[config.mk]
export PLATFORM = sky130hd
export DESIGN_NAME = qmem_arbiter
export DESIGN_NICKNAME = d
export VERILOG_FILES = /design/src/rtl/qmem_pkg.sv /design/src/rtl/qmem_rr_pick2.sv /design/src/rtl/qmem_arbiter.sv
export SDC_FILE = /design/constraint.sdc
export NUM_CORES = 1
export LEC_CHECK = 0
export BUFFER_PORTS_ARGS = -buffer_cell sky130_fd_sc_hd__buf_2
export CORE_AREA = 2 2 123 125
export CTS_BUF_LIST = sky130_fd_sc_hd__clkbuf_4
export DETAILED_ROUTE_END_ITERATION = 12
export DIE_AREA = 0 0 125 127
export PLACE_DENSITY_LB_ADDON = 0.25
export SYNTH_ARGS = -nofsm -noshare
export SYNTH_HDL_FRONTEND = slang
export SYNTH_SLANG_ARGS = --single-unit
export TNS_END_PERCENT = 50
[constraint.sdc]
create_clock -name clk -period 2.5 [get_ports clk]
set_input_delay 0.25 -clock clk [delete_from_list [all_inputs] [get_ports clk]]
set_output_delay 0.25 -clock clk [all_outputs]
set_load 0.01 [all_outputs]
[src/rtl/qmem_pkg.sv]
// Shared QMEM definitions: the arbiter state encoding, reused by the other
// QMEM arbiters and decoders.
package qmem_pkg;

  typedef enum logic {
    ST_IDLE = 1'b0,
    ST_BUSY = 1'b1
  } qmem_state_e;

endpackage

[src/rtl/qmem_rr_pick2.sv]
// Combinational two-way round-robin picker. A lone requester wins; on a tie
// the master that was not served last wins.
module qmem_rr_pick2 (
  input  logic [1:0] req,
  input  logic       last,
  output logic       gnt
);

  always_comb begin
    gnt = 1'b0;
    unique case (req)
      2'b01:   gnt = 1'b0;
      2'b10:   gnt = 1'b1;
      2'b11:   gnt = ~last;
      default: gnt = 1'b0;
    endcase
  end

endmodule

[src/rtl/qmem_arbiter.sv]
// Two-master round-robin QMEM arbiter with a bus watchdog. Grant is held for a
// whole transfer; a stalled slave is aborted with a one-cycle error.
module qmem_arbiter
  import qmem_pkg::*;
#(
  parameter int unsigned QAW = 32,
  parameter int unsigned QDW = 32,
  parameter int unsigned QSW = QDW/8,
  parameter int unsigned TOW = 8,
  parameter int unsigned TO  = 200
) (
  input  logic           clk,
  input  logic           rst_n,
  input  logic           m0_cs,
  input  logic           m0_we,
  input  logic [QSW-1:0] m0_sel,
  input  logic [QAW-1:0] m0_adr,
  input  logic [QDW-1:0] m0_dat_w,
  output logic [QDW-1:0] m0_dat_r,
  output logic           m0_ack,
  output logic           m0_err,
  input  logic           m1_cs,
  input  logic           m1_we,
  input  logic [QSW-1:0] m1_sel,
  input  logic [QAW-1:0] m1_adr,
  input  logic [QDW-1:0] m1_dat_w,
  output logic [QDW-1:0] m1_dat_r,
  output logic           m1_ack,
  output logic           m1_err,
  output logic           qs_cs,
  output logic           qs_we,
  output logic [QSW-1:0] qs_sel,
  output logic [QAW-1:0] qs_adr,
  output logic [QDW-1:0] qs_dat_w,
  input  logic [QDW-1:0] qs_dat_r,
  input  logic           qs_ack,
  input  logic           qs_err
);

  if (TO >= (64'd1 << TOW)) begin : g_to_check
    $error("qmem_arbiter: TO must be below 2**TOW");
  end

  qmem_state_e    state_q, state_d;
  logic           gnt_q, gnt_d;
  logic           last_q, last_d;
  logic [TOW-1:0] to_cnt_q, to_cnt_d;

  logic [1:0] req;
  logic       pick_gnt;
  logic       busy;
  logic       gnt_cs;
  logic       timeout;
  logic       ack;
  logic       err;

  assign req = {m1_cs, m0_cs};

  qmem_rr_pick2 u_pick (
    .req  (req),
    .last (last_q),
    .gnt  (pick_gnt)
  );

  assign busy    = (state_q == ST_BUSY);
  assign gnt_cs  = gnt_q ? m1_cs : m0_cs;
  assign timeout = busy && (TO != 0) && (to_cnt_q == TOW'(TO));

  always_comb begin
    state_d  = state_q;
    gnt_d    = gnt_q;
    last_d   = last_q;
    to_cnt_d = to_cnt_q;
    qs_cs    = 1'b0;
    qs_we    = 1'b0;
    qs_sel   = '0;
    qs_adr   = '0;
    qs_dat_w = '0;
    ack      = 1'b0;
    err      = 1'b0;
    case (state_q)
      ST_IDLE: begin
        if (|req) begin
          gnt_d    = pick_gnt;
          state_d  = ST_BUSY;
          to_cnt_d = '0;
        end
      end
      ST_BUSY: begin
        qs_we    = gnt_q ? m1_we    : m0_we;
        qs_sel   = gnt_q ? m1_sel   : m0_sel;
        qs_adr   = gnt_q ? m1_adr   : m0_adr;
        qs_dat_w = gnt_q ? m1_dat_w : m0_dat_w;
        qs_cs    = gnt_cs & ~timeout;
        ack      = qs_ack & qs_cs;
        err      = (qs_err & qs_cs) | timeout;
        if (timeout || (qs_cs && (qs_ack || qs_err))) begin
          state_d  = ST_IDLE;
          last_d   = gnt_q;
          to_cnt_d = '0;
        end else if (!gnt_cs) begin
          // master abort: no response, and round-robin history is untouched
          state_d  = ST_IDLE;
          to_cnt_d = '0;
        end else if (to_cnt_q != '1) begin
          to_cnt_d = to_cnt_q + 1'b1;
        end
      end
      default: state_d = ST_IDLE;
    endcase
  end

  always_ff @(posedge clk or negedge rst_n) begin
    if (!rst_n) begin
      state_q  <= ST_IDLE;
      gnt_q    <= 1'b0;
      last_q   <= 1'b1;
      to_cnt_q <= '0;
    end else begin
      state_q  <= state_d;
      gnt_q    <= gnt_d;
      last_q   <= last_d;
      to_cnt_q <= to_cnt_d;
    end
  end

  assign m0_ack   = ack & ~gnt_q;
  assign m1_ack   = ack &  gnt_q;
  assign m0_err   = err & ~gnt_q;
  assign m1_err   = err &  gnt_q;
  assign m0_dat_r = qs_dat_r;
  assign m1_dat_r = qs_dat_r;

endmodule

==> results of run 1 <==
flip-flops by register name, indices dropped and copies added, names as in the netlist:
name / count
gnt_q: 1
last_q: 1
busy: 1
to_cnt_q: 8
routing by layer:
metal	up-vias	track usage (%)	part of all wire [%]	wire length [um]
met1	1088	9.982	39	3155
met2	160	17.17	51	4111
li1	1217	-	-	-
met5	-	0	0	0
met3	6	2.094	8.7	703
met4	0	1.699	0.99	80
layout make-up:
type,instances,share of cell area [%]
diodes,1,0.07843
inverters,3,0.3529
multi-input cells,197,47.37
repair buffers,220,35.22
clock buffers,4,0.9412
well taps,184,7.216
flip-flops and latches,11,8.824
worst max-delay path: cells and delay by family (launching register included):
family                 cells  cell delay (ns)
buffers and inverters      1             0.13
flip-flops                 1             0.44
AND/OR/NAND/NOR            4             1.03
logic make-up (layout without fill, tap and decap cells):
group                      count (synthesis)  after routing  share of synthesized area, %
muxes                                     71             71                         30.00
other                                      0              1                             0
DFF                                       11             11                         11.63
adders and majority gates                  2              2                         1.052
and+or+nand+nor                           98             98                         25.53
buffers and inverters                     86            227                         24.79
AOI/OAI and AO/OA                         26             26                         7.000
worst min path at each step:
stage                  end  slack [ns]
4_1_cts              gnt_q        0.27
6_report             gnt_q        0.27
3_5_place_dp   to_cnt_q[1]        0.15
2_1_floorplan         busy       -0.05
5_1_grt              gnt_q        0.29
3_3_place_gp   to_cnt_q[1]        0.15
through the flow:
step	setup slack, ns	area (sq um)	util, %	cells	total power [uW]
after floorplan	0.8332	2377	-	294	1252
after global placement	0.6976	3148	21.83	614	1607
after detailed placement	0.6733	3148	21.83	614	1626
after CTS	0.3623	3188	22.10	619	1770
after global routing	0.2289	3191	22.12	620	1882
final	0.3797	3191	22.12	620	1743
power breakdown:
group | switching, uW | internal (uW)
Clock | 68.3 | 72.8
Sequential | 41.8 | 207
Combinational | 685 | 668
cell usage in the layout (no fill, tap or decap), types with 2 or more instances in the layout:
cell / n
nand2_1: 6
ha_1: 2
mux2i_1: 69
dfrtp_1: 8
clkbuf_4: 4
inv_1: 3
nor3_1: 2
nor3b_1: 2
a21oi_1: 10
nand4_1: 2
nor2_1: 3
a31oi_1: 2
buf_2: 217
and2_1: 2
o21ai_0: 6
nor2b_1: 71
mux2_2: 2
and3_1: 3
==> metrics, run 1 <==
worst hold path type primary input to register; Leakage between 0.0015 and 0.002 uW; CP Capture Point m1_ack; crit path max fanout 6; FF/Latch Area 281.5 sq um; hold_sp m1_cs; Final Hold Vio Count 0; Max Cap Viol 0; layout cell share with drive strength beyond 1 53.79%; H-Tree Depth 1; reg-to-reg endpoint to_cnt_q[4]; Slew Viols, Final 0; Total Routing Usage GR under 10%; fin crit period 2.120 ns; FP Rows 44; yosys warns 0; WHS 0.2709 ns; core area 14,420 sq um; vias post-DR 2,471; postcts setup bufs 0; Worst-path clk slew roughly 0.080 ns; height of the die 127 um; Final period util 84.81%; Most used DFF post-synth dfrtp_1; CP max-delay cell or4b_4; startpoint types register; clk root buf clkbuf_4; final setup vio count 0; Multi-input gate area 1511 sq um; Post-synth EDFFs 0; FMAX around 470 MHz; # resized after CTS 0; Seq/Total Area, Yosys 11.63%; worst reg2reg path depth 4; kind of critical path register to primary output; filler instances 1,605; drt first pass iters 4; initial drt markers 69; clk_skew 0.003458 ns; largest net degree at the start of global routing 76; Synth Area per Inst 8.086 sq um; actual slew at the worst max-slew pin slightly above 0.5 ns; Synth area leader mux2i_1; Vias/cell roughly 4; worst skew pair latency 0.28 ns; crit path cell chain or4b_4 -> nor2_1 -> nor2b_1 -> and3_1 -> buf_2; top post-synthesis cells by area mux2i_1 (29%), buf_4 (20%), nor2b_1 (19%); RSZ-0062 raised after global routing false; io pins 314; synth unique cells 38; DRC viols 0; Min-Delay Path Depth 3; count leader, synth nor2b_1; CTS tree yes; Crit. End Element primary output; CTS Buf Count 3; Post-CTS Hold Fix Bufs 1; number of global-route vias before repair 2,438; largest stage delay on the critical path about 0.55 ns; Placer Congestion between 0.8 and 0.9; final setup TNS 0 ns; initial antenna violation count 1; Clock Sinks 11; Pwr Density 546.4 nW/um^2; HPWL Detailed roughly 6600 um; die width around 130 um; setup slack, reg-to-reg about 0.67 ns; starting density of the core about 16%; Commonest cells post-synth nor2b_1 (71), mux2i_1 (69), buf_4 (64); Syn Inst Count 294; Yosys reg bits 11; final-stage net count 614; outcome completed; Worst EP required 2.25 ns; Worst EP arrival around 1.9 ns; grt ovf 0; DIE AREA around 16,000 sq um; synthesized cell area between 2000 and 2500 sq um; VDD IR-drop max 367.0 uV; DRT Wirelength 8050 um; Post-Syn Nets 472; post-route ant nets 0; Area Growth Syn to Fin 34.21%; first-pass GRT wire length 11,850 um; RR Startpoint busy; Worst Setup SP to_cnt_q[5]; WL/cell around 13 um; CTS max path bufs 2; normalized max-slew margin between 60% and 70%; Buffers on Ports between 200 and 250; Post-synth ARST share 100.0%; share of the synthesized area in the top cell type 29.05%
Note: power is estimated with default switching activity, not from simulation.
==> run 2: changes to the inputs <==
--- a/config.mk
+++ b/config.mk
@@ -5,6 +5,7 @@
 export SDC_FILE = /design/constraint.sdc
 export NUM_CORES = 1
 export LEC_CHECK = 0
+export ABC_AREA = 1
 export BUFFER_PORTS_ARGS = -buffer_cell sky130_fd_sc_hd__buf_2
 export CORE_AREA = 2 2 123 125
 export CTS_BUF_LIST = sky130_fd_sc_hd__clkbuf_4
==> constraint.sdc (replaced) <==
create_clock -name clk -period 1.9 [get_ports clk]
set_input_delay 0.19 -clock clk [delete_from_list [all_inputs] [get_ports clk]]
set_output_delay 0.19 -clock clk [all_outputs]
set_load 0.01 [all_outputs]
==> run 2 against run 1 <==
Against the previous run:
- combinational power up 130%
- register-to-register slack worse by 0.28 ns
- via count up 20%
- area after synthesis down 4.3%
- first-iteration DRC count up 120%
==> metrics, run 2 <==
final-stage net count 738 (+20%); number of global-route vias before repair 2,748 (+13%); Clk pwr share 4.8% (-3.3 points); Placer Congestion 0.7678 (-7.3%); Vias/cell 3.995 (+0.23%); top post-synthesis cells by area nor2_1 (25%), buf_4 (22%), o21ai_0 (14%); Post-Route M1 WL 3835 um (+22%); clk_skew 0.006750 ns (+0.003292 ns); Slew Viols, Final 0 (unchanged); HPWL Detailed 7886 um (+19%); outcome completed; delay-heaviest family, CP simple AND/OR/NAND/NOR gates; max FFs per register 8 (unchanged); Area Growth Syn to Fin 38.43%; sequential share of power 9.7% (-4.6 points); worst skew pair latency 0.27 ns (about the same); most frequent cells in the layout buf_2 (217), nor2_1 (153), o21ai_0 (64), nand2_1 (43), inv_1 (14); count leader, synth nor2_1; Synth Area per Inst 5.458 sq um (-33%); crit path buf inv count 3 (+2); final setup vio count 0 (unchanged); Yosys reg bits 11 (unchanged); most common cell after layout, fill and taps aside buf_2; crit path cell chain inv_1 -> ha_1 -> nand2_1 -> nor2_1 -> nand2_2 -> nand2_4 -> inv_2 -> nand2_1 -> nor2_1 -> buf_2; layout cell share with drive strength beyond 1 44.72% (-9.1 points); FP Rows 44 (unchanged); Syn Inst Count 417 (+42%); Leakage 0.001833 uW (+0.65%); Synth area leader nor2_1; Post-synth EDFFs 0 (unchanged); largest stage delay on the critical path 0.41 ns (-0.14 ns); share of the synthesized area in the top cell type 25.23% (-3.8 points); largest register by flop count to_cnt_q; normalized max-slew margin 77.20% (+11 points); Post-synth ARST share 100.0% (unchanged); die width 125 um (unchanged); actual slew at the worst max-slew pin 0.3384 ns (-0.1750 ns); io pins 314 (unchanged); Seq/Total Area, Yosys 12.15% (+0.52 points); Most used DFF post-synth dfrtp_1; RSZ-0062 raised after global routing true; Clock Sinks 11 (unchanged); Worst EP required 1.71 ns (-0.54 ns); Pwr Density 1155 nW/um^2 (+110%); Post-Syn Nets 595 (+26%); Max Cap Viol 0 (unchanged); Final period util 94.66%; fin crit period 1.799 ns; Final Power 3640 uW (+110%); FMAX ~560 MHz; grt ovf 0 (unchanged); yosys warns 0 (unchanged); Commonest cells post-synth nor2_1 (153), buf_4 (67), o21ai_0 (64); crit path max fanout 5 (-1); clk root buf clkbuf_4; core area 14,420 sq um (unchanged); CP max-delay cell dfrtp_1; drt first pass iters 4 (unchanged); Buffers on Ports 217 (unchanged); Net Sw Power 2091 uW (+160%); post-route ant nets 0 (unchanged); DIE AREA 15,880 sq um (unchanged); max layer used met4; Final Hold Vio Count 0 (unchanged); switch share 57.43% (+12 points); initial antenna violation count 1 (unchanged); DRC viols 0 (unchanged); Total Routing Usage GR 10.96% (+2.1 points); synthesized cell area 2276 sq um (-4.3%); height of the die 127 um (unchanged); synth unique cells 24 (-37%); met2 wire len 5083 um (+24%); CTS Buf Count 3 (unchanged); DRT Wirelength 9767 um (+21%); startpoint types register; worst hold path type primary input to register; CTS max path bufs 2 (unchanged); VDD IR-drop max 473.9 uV (+29%); H-Tree Depth 1 (unchanged); Worst EP arrival 1.61 ns (-0.26 ns); vias post-DR 2,972 (+20%); Worst-path clk slew 0.08 ns (about the same); starting density of the core 15.78% (-0.70 points); kind of critical path register to primary output; met3 WL 722 um (+2.7%); largest net degree at the start of global routing 39 (-49%); CTS tree yes; Comb pwr share 85.5% (+7.9 points); Crit. End Element primary output; first-pass GRT wire length 14,440 um (+22%); Int Power 1550 uW (+63%); Final Core Density 21.84% (-0.28 points); WL/cell 13.13 um (+1.1%); initial drt markers 150 (+120%)
## run 2: per-stage QoR
stage / setup TNS [ns] / setup WS, ns / instance area (sq um) / cells / hold WS, ns
floorplan: 0 / 0.5103 / 2276 / 417 / -0.1056
CTS: 0 / 0.04442 / 3110 / 739 / 0.2080
detailed placement: 0 / 0.3414 / 3070 / 734 / 0.08832
finish: 0 / 0.1015 / 3151 / 744 / 0.2095
global route: -0.04494 / -0.02179 / 3151 / 744 / 0.2254
global placement: 0 / 0.3462 / 3070 / 734 / 0.09341
## run 2: logic make-up after synthesis
family / after synthesis / synth area share, %
compound gates: 73 / 16.22
xor+xnor: 1 / 0.3849
fa+ha+maj: 2 / 1.099
buf+inv: 107 / 29.47
flops: 11 / 12.15
simple gates: 223 / 40.68
## run 2: timing repair
item | 4_1_cts | 5_1_grt
setup buffers | 0 | 4
endpoints found under the hold margin | 10 | 0
hold buffers | 1 | 0
endpoints found under the setup margin | 0 | 25
resized for setup | 0 | 3
## run 2: worst paths after layout
| path | from | endpoint | slack, ns | cells after the start |
|---|---|---|---|---|
| max | to_cnt_q[0] | m1_ack | 0.10 | 10 |
| min | m1_cs | gnt_q | 0.21 | 3 |
| max reg2reg | to_cnt_q[0] | to_cnt_q[5] | 0.39 | 8 |
| min reg2reg | last_q | last_q | 0.50 | 2 |
| max in group asynchronous | rst_n | last_q | 1.31 | 2 |
| min in group asynchronous | rst_n | to_cnt_q[1] | 0.31 | 2 |
## run 2: worst reg2reg max path, stage by stage (launching register included)
cell and delay, ns:
dfrtp_1 0.40, buf_4 0.12, ha_1 0.18, nand3_1 0.12, nor2_2 0.19, nand4_4 0.17, nand2_4 0.15, nand2_1 0.06
nand2_1 0.06
## run 2: metal layers
layer,global-route usage (%),vias up
li1,-,1531
met1,12.88,1282
met2,20.27,144
met3,2.471,15
met4,2.614,0
met5,0,-
## run 2: layout make-up
class                   instances  area, sq um
clock buffers                   4        30.03
inverters                      17        66.31
flip-flops and latches         11        279.0
multi-input cells             299         1334
fillers                      1707        11270
repair buffers                228         1209
well taps                     184        230.2
diodes                          1        2.502
## run 2: power groups by stage
| stage | logic [uW] | registers (uW) | clock network (uW) |
|---|---|---|---|
| 3_5_place_dp | 3130 | 356 | 0 |
| 3_3_place_gp | 3150 | 356 | 0 |
| 4_1_cts | 3140 | 350 | 183 |
| 2_1_floorplan | 2000 | 300 | 0 |
| 6_report | 3110 | 352 | 176 |
| 5_1_grt | 3480 | 362 | 196 |
==> run 3: changes to the inputs <==
--- a/config.mk
+++ b/config.mk
@@ -7,10 +7,10 @@
 export LEC_CHECK = 0
 export ABC_AREA = 1
 export BUFFER_PORTS_ARGS = -buffer_cell sky130_fd_sc_hd__buf_2
-export CORE_AREA = 2 2 123 125
+export CORE_AREA = 8 8 115 117
 export CTS_BUF_LIST = sky130_fd_sc_hd__clkbuf_4
 export DETAILED_ROUTE_END_ITERATION = 12
-export DIE_AREA = 0 0 125 127
+export DIE_AREA = 0 0 123 125
 export PLACE_DENSITY_LB_ADDON = 0.25
 export SYNTH_ARGS = -nofsm -noshare
 export SYNTH_HDL_FRONTEND = slang
==> run 3 against run 2 <==
Against the previous run:
- global-route usage rose by 2.3 points
- worst setup slack improved by 0.053 ns
- first-iteration DRC count rose by 1.3%
- die area fell by 3.1%
- via count rose by 3.1%
- critical path type unchanged
==> metrics, run 3 (synthesized netlist as in run 2, its figures left out) <==
delay-heaviest family, CP simple AND/OR/NAND/NOR gates; largest net degree at the start of global routing 47 (+21%); Worst-path clk slew 0.09 ns (about the same); Pwr Density 1190 nW/um^2 (+3.0%); CTS Buf Count 3 (unchanged); Clock Sinks 11 (unchanged); startpoint types register; Worst EP arrival 1.56 ns (-0.05 ns); WHS 0.1897 ns (-0.01981 ns); final setup TNS 0 ns (unchanged); H-Tree Depth 1 (unchanged); Buffers on Ports 217 (unchanged); DRT Wirelength 11,280 um (+15%); WL/cell 16.02 um (+22%); CTS max path bufs 2 (unchanged); worst hold path type primary input to register; number of global-route vias before repair 2,983 (+8.6%); crit path buf inv count 3 (unchanged); crit path cell chain inv_1 -> ha_1 -> nand2_1 -> nor2_1 -> nand2_2 -> nand2_4 -> inv_2 -> nand2_1 -> nor2_1 -> buf_2; reg-to-reg endpoint to_cnt_q[5]; DIE AREA 15,380 sq um (-3.1%); starting density of the core 19.60% (+3.8 points); RR Startpoint to_cnt_q[0]; Worst Setup SP to_cnt_q[0]; VDD IR-drop max 942.8 uV (+99%); normalized max-slew margin 75.47% (-1.7 points); Area Growth Syn to Fin 34.85%; core area 11,610 sq um (-20%); initial drt markers 152 (+1.3%); final setup vio count 0 (unchanged); RSZ-0062 raised after global routing false; height of the die 125 um (-1.6%); post-route ant nets 0 (unchanged); layout cell share with drive strength beyond 1 44.52% (-0.20 points); Final Hold Vio Count 0 (unchanged); Vias/cell 4.351 (+8.9%); worst reg2reg path depth 10 (+2); critical path depth 10 (unchanged); vias post-DR 3,063 (+3.1%); Leakage 0.001815 uW (-1.0%); die width 123 um (-1.6%); initial antenna violation count 1 (unchanged); FMAX 572.9 MHz (+3.0%); filler instances 1,329 (-22%); max FFs per register 8 (unchanged); Setup Slack @ Placement 0.3188 ns (-0.02264 ns); clk_skew 0.008556 ns (+0.001806 ns); first-pass GRT wire length 16,630 um (+15%); FP Rows 40 (-9.1%); crit path max fanout 4 (-1); most common cell after layout, fill and taps aside buf_2; kind of critical path register to primary output; Final period util 91.86% (-2.8 points); Crit. End Element primary output; Placer Congestion 0.8309 (+8.2%); io pins 314 (unchanged); outcome completed; Worst EP required 1.71 ns (about the same); Max Cap Viol 0 (unchanged); largest stage delay on the critical path 0.41 ns (about the same); most frequent cells in the layout buf_2 (217), nor2_1 (153), o21ai_0 (64), nand2_1 (43), inv_1 (14); worst skew pair latency 0.28 ns (about the same); CP max-delay cell dfrtp_1; setup slack, reg-to-reg 0.35 ns (-0.04 ns); DRC viols 0 (unchanged); final-stage net count 736 (-0.27%); clk root buf clkbuf_4; Ant. Diodes 0 (-1); CTS tree yes; Slew Viols, Final 0 (unchanged); actual slew at the worst max-slew pin 0.3680 ns (+0.02957 ns); PnR worst setup slack 0.1546 ns (+0.05313 ns); Total Routing Usage GR 13.24% (+2.3 points); HPWL Detailed 9477 um (+20%); fin crit period 1.745 ns (-0.05313 ns); largest register by flop count to_cnt_q; Final Core Density 26.43% (+4.6 points); CP Capture Point m0_ack; Final Power 3653 uW (+0.36%); grt ovf 0 (unchanged); drt first pass iters 5 (+1)
[run 3: worst min-delay path by stage]
| stage | startpoint | cells after the start | endpoint | slack (ns) |
|---|---|---|---|---|
| floorplan | rst_n | 0 | busy | -0.11 |
| global placement | rst_n | 1 | to_cnt_q[0] | 0.09 |
| detailed placement | rst_n | 1 | to_cnt_q[1] | 0.08 |
| CTS | m1_cs | 3 | gnt_q | 0.20 |
| global route | m1_cs | 3 | gnt_q | 0.22 |
| finish | m1_cs | 3 | gnt_q | 0.19 |
[run 3: routing by layer]
metal,vias to the layer above,global-route usage (%),part of all wire (%)
met2,182,23.97,49
met4,2,2.906,1.8
li1,1520,-,-
met5,-,0,0.089
met1,1344,14.55,37
met3,15,4.230,11
[run 3: worst reg2reg max path, cell delays in order, from the launching register on]
cell	delay [ns]
dfrtp_1	0.41
inv_1	0.09
ha_1	0.14
nand2_1	0.05
nor2_1	0.12
nand2_2	0.10
buf_4	0.16
nand4_4	0.10
nand2_4	0.10
nand2_1	0.09
nand2_1	0.07
[run 3: cell type report]
| type | instances | area [sq um] | share of cell area (%) |
|---|---|---|---|
| clock buffer | 4 | 30.03 | 0.9784 |
| sequential | 11 | 279.0 | 9.091 |
| multi-input combinational | 299 | 1334 | 43.46 |
| timing repair buffer | 226 | 1176 | 38.32 |
| inverter | 17 | 66.31 | 2.161 |
| tap | 147 | 183.9 | 5.993 |
[run 3: power by group]
part           internal [uW]  total [uW]  switching (uW)
clock network           95.7         189            93.0
registers                282         337            55.0
logic                   1140        3130            1990
[run 3: repair_timing]
action / 4_1_cts / 5_1_grt
hold buffers: 1 / 0
endpoints found under the setup margin: 0 / 17
buffers inserted: 0 / 2
endpoints found under the hold margin: 10 / 0
gates resized for setup: 0 / 4
[run 3: through the flow]
stage	cells	instance area (sq um)
floorplan	417	2276
global placement	697	2999
detailed placement	697	2999
CTS	702	3039
global route	704	3069
finish	704	3069
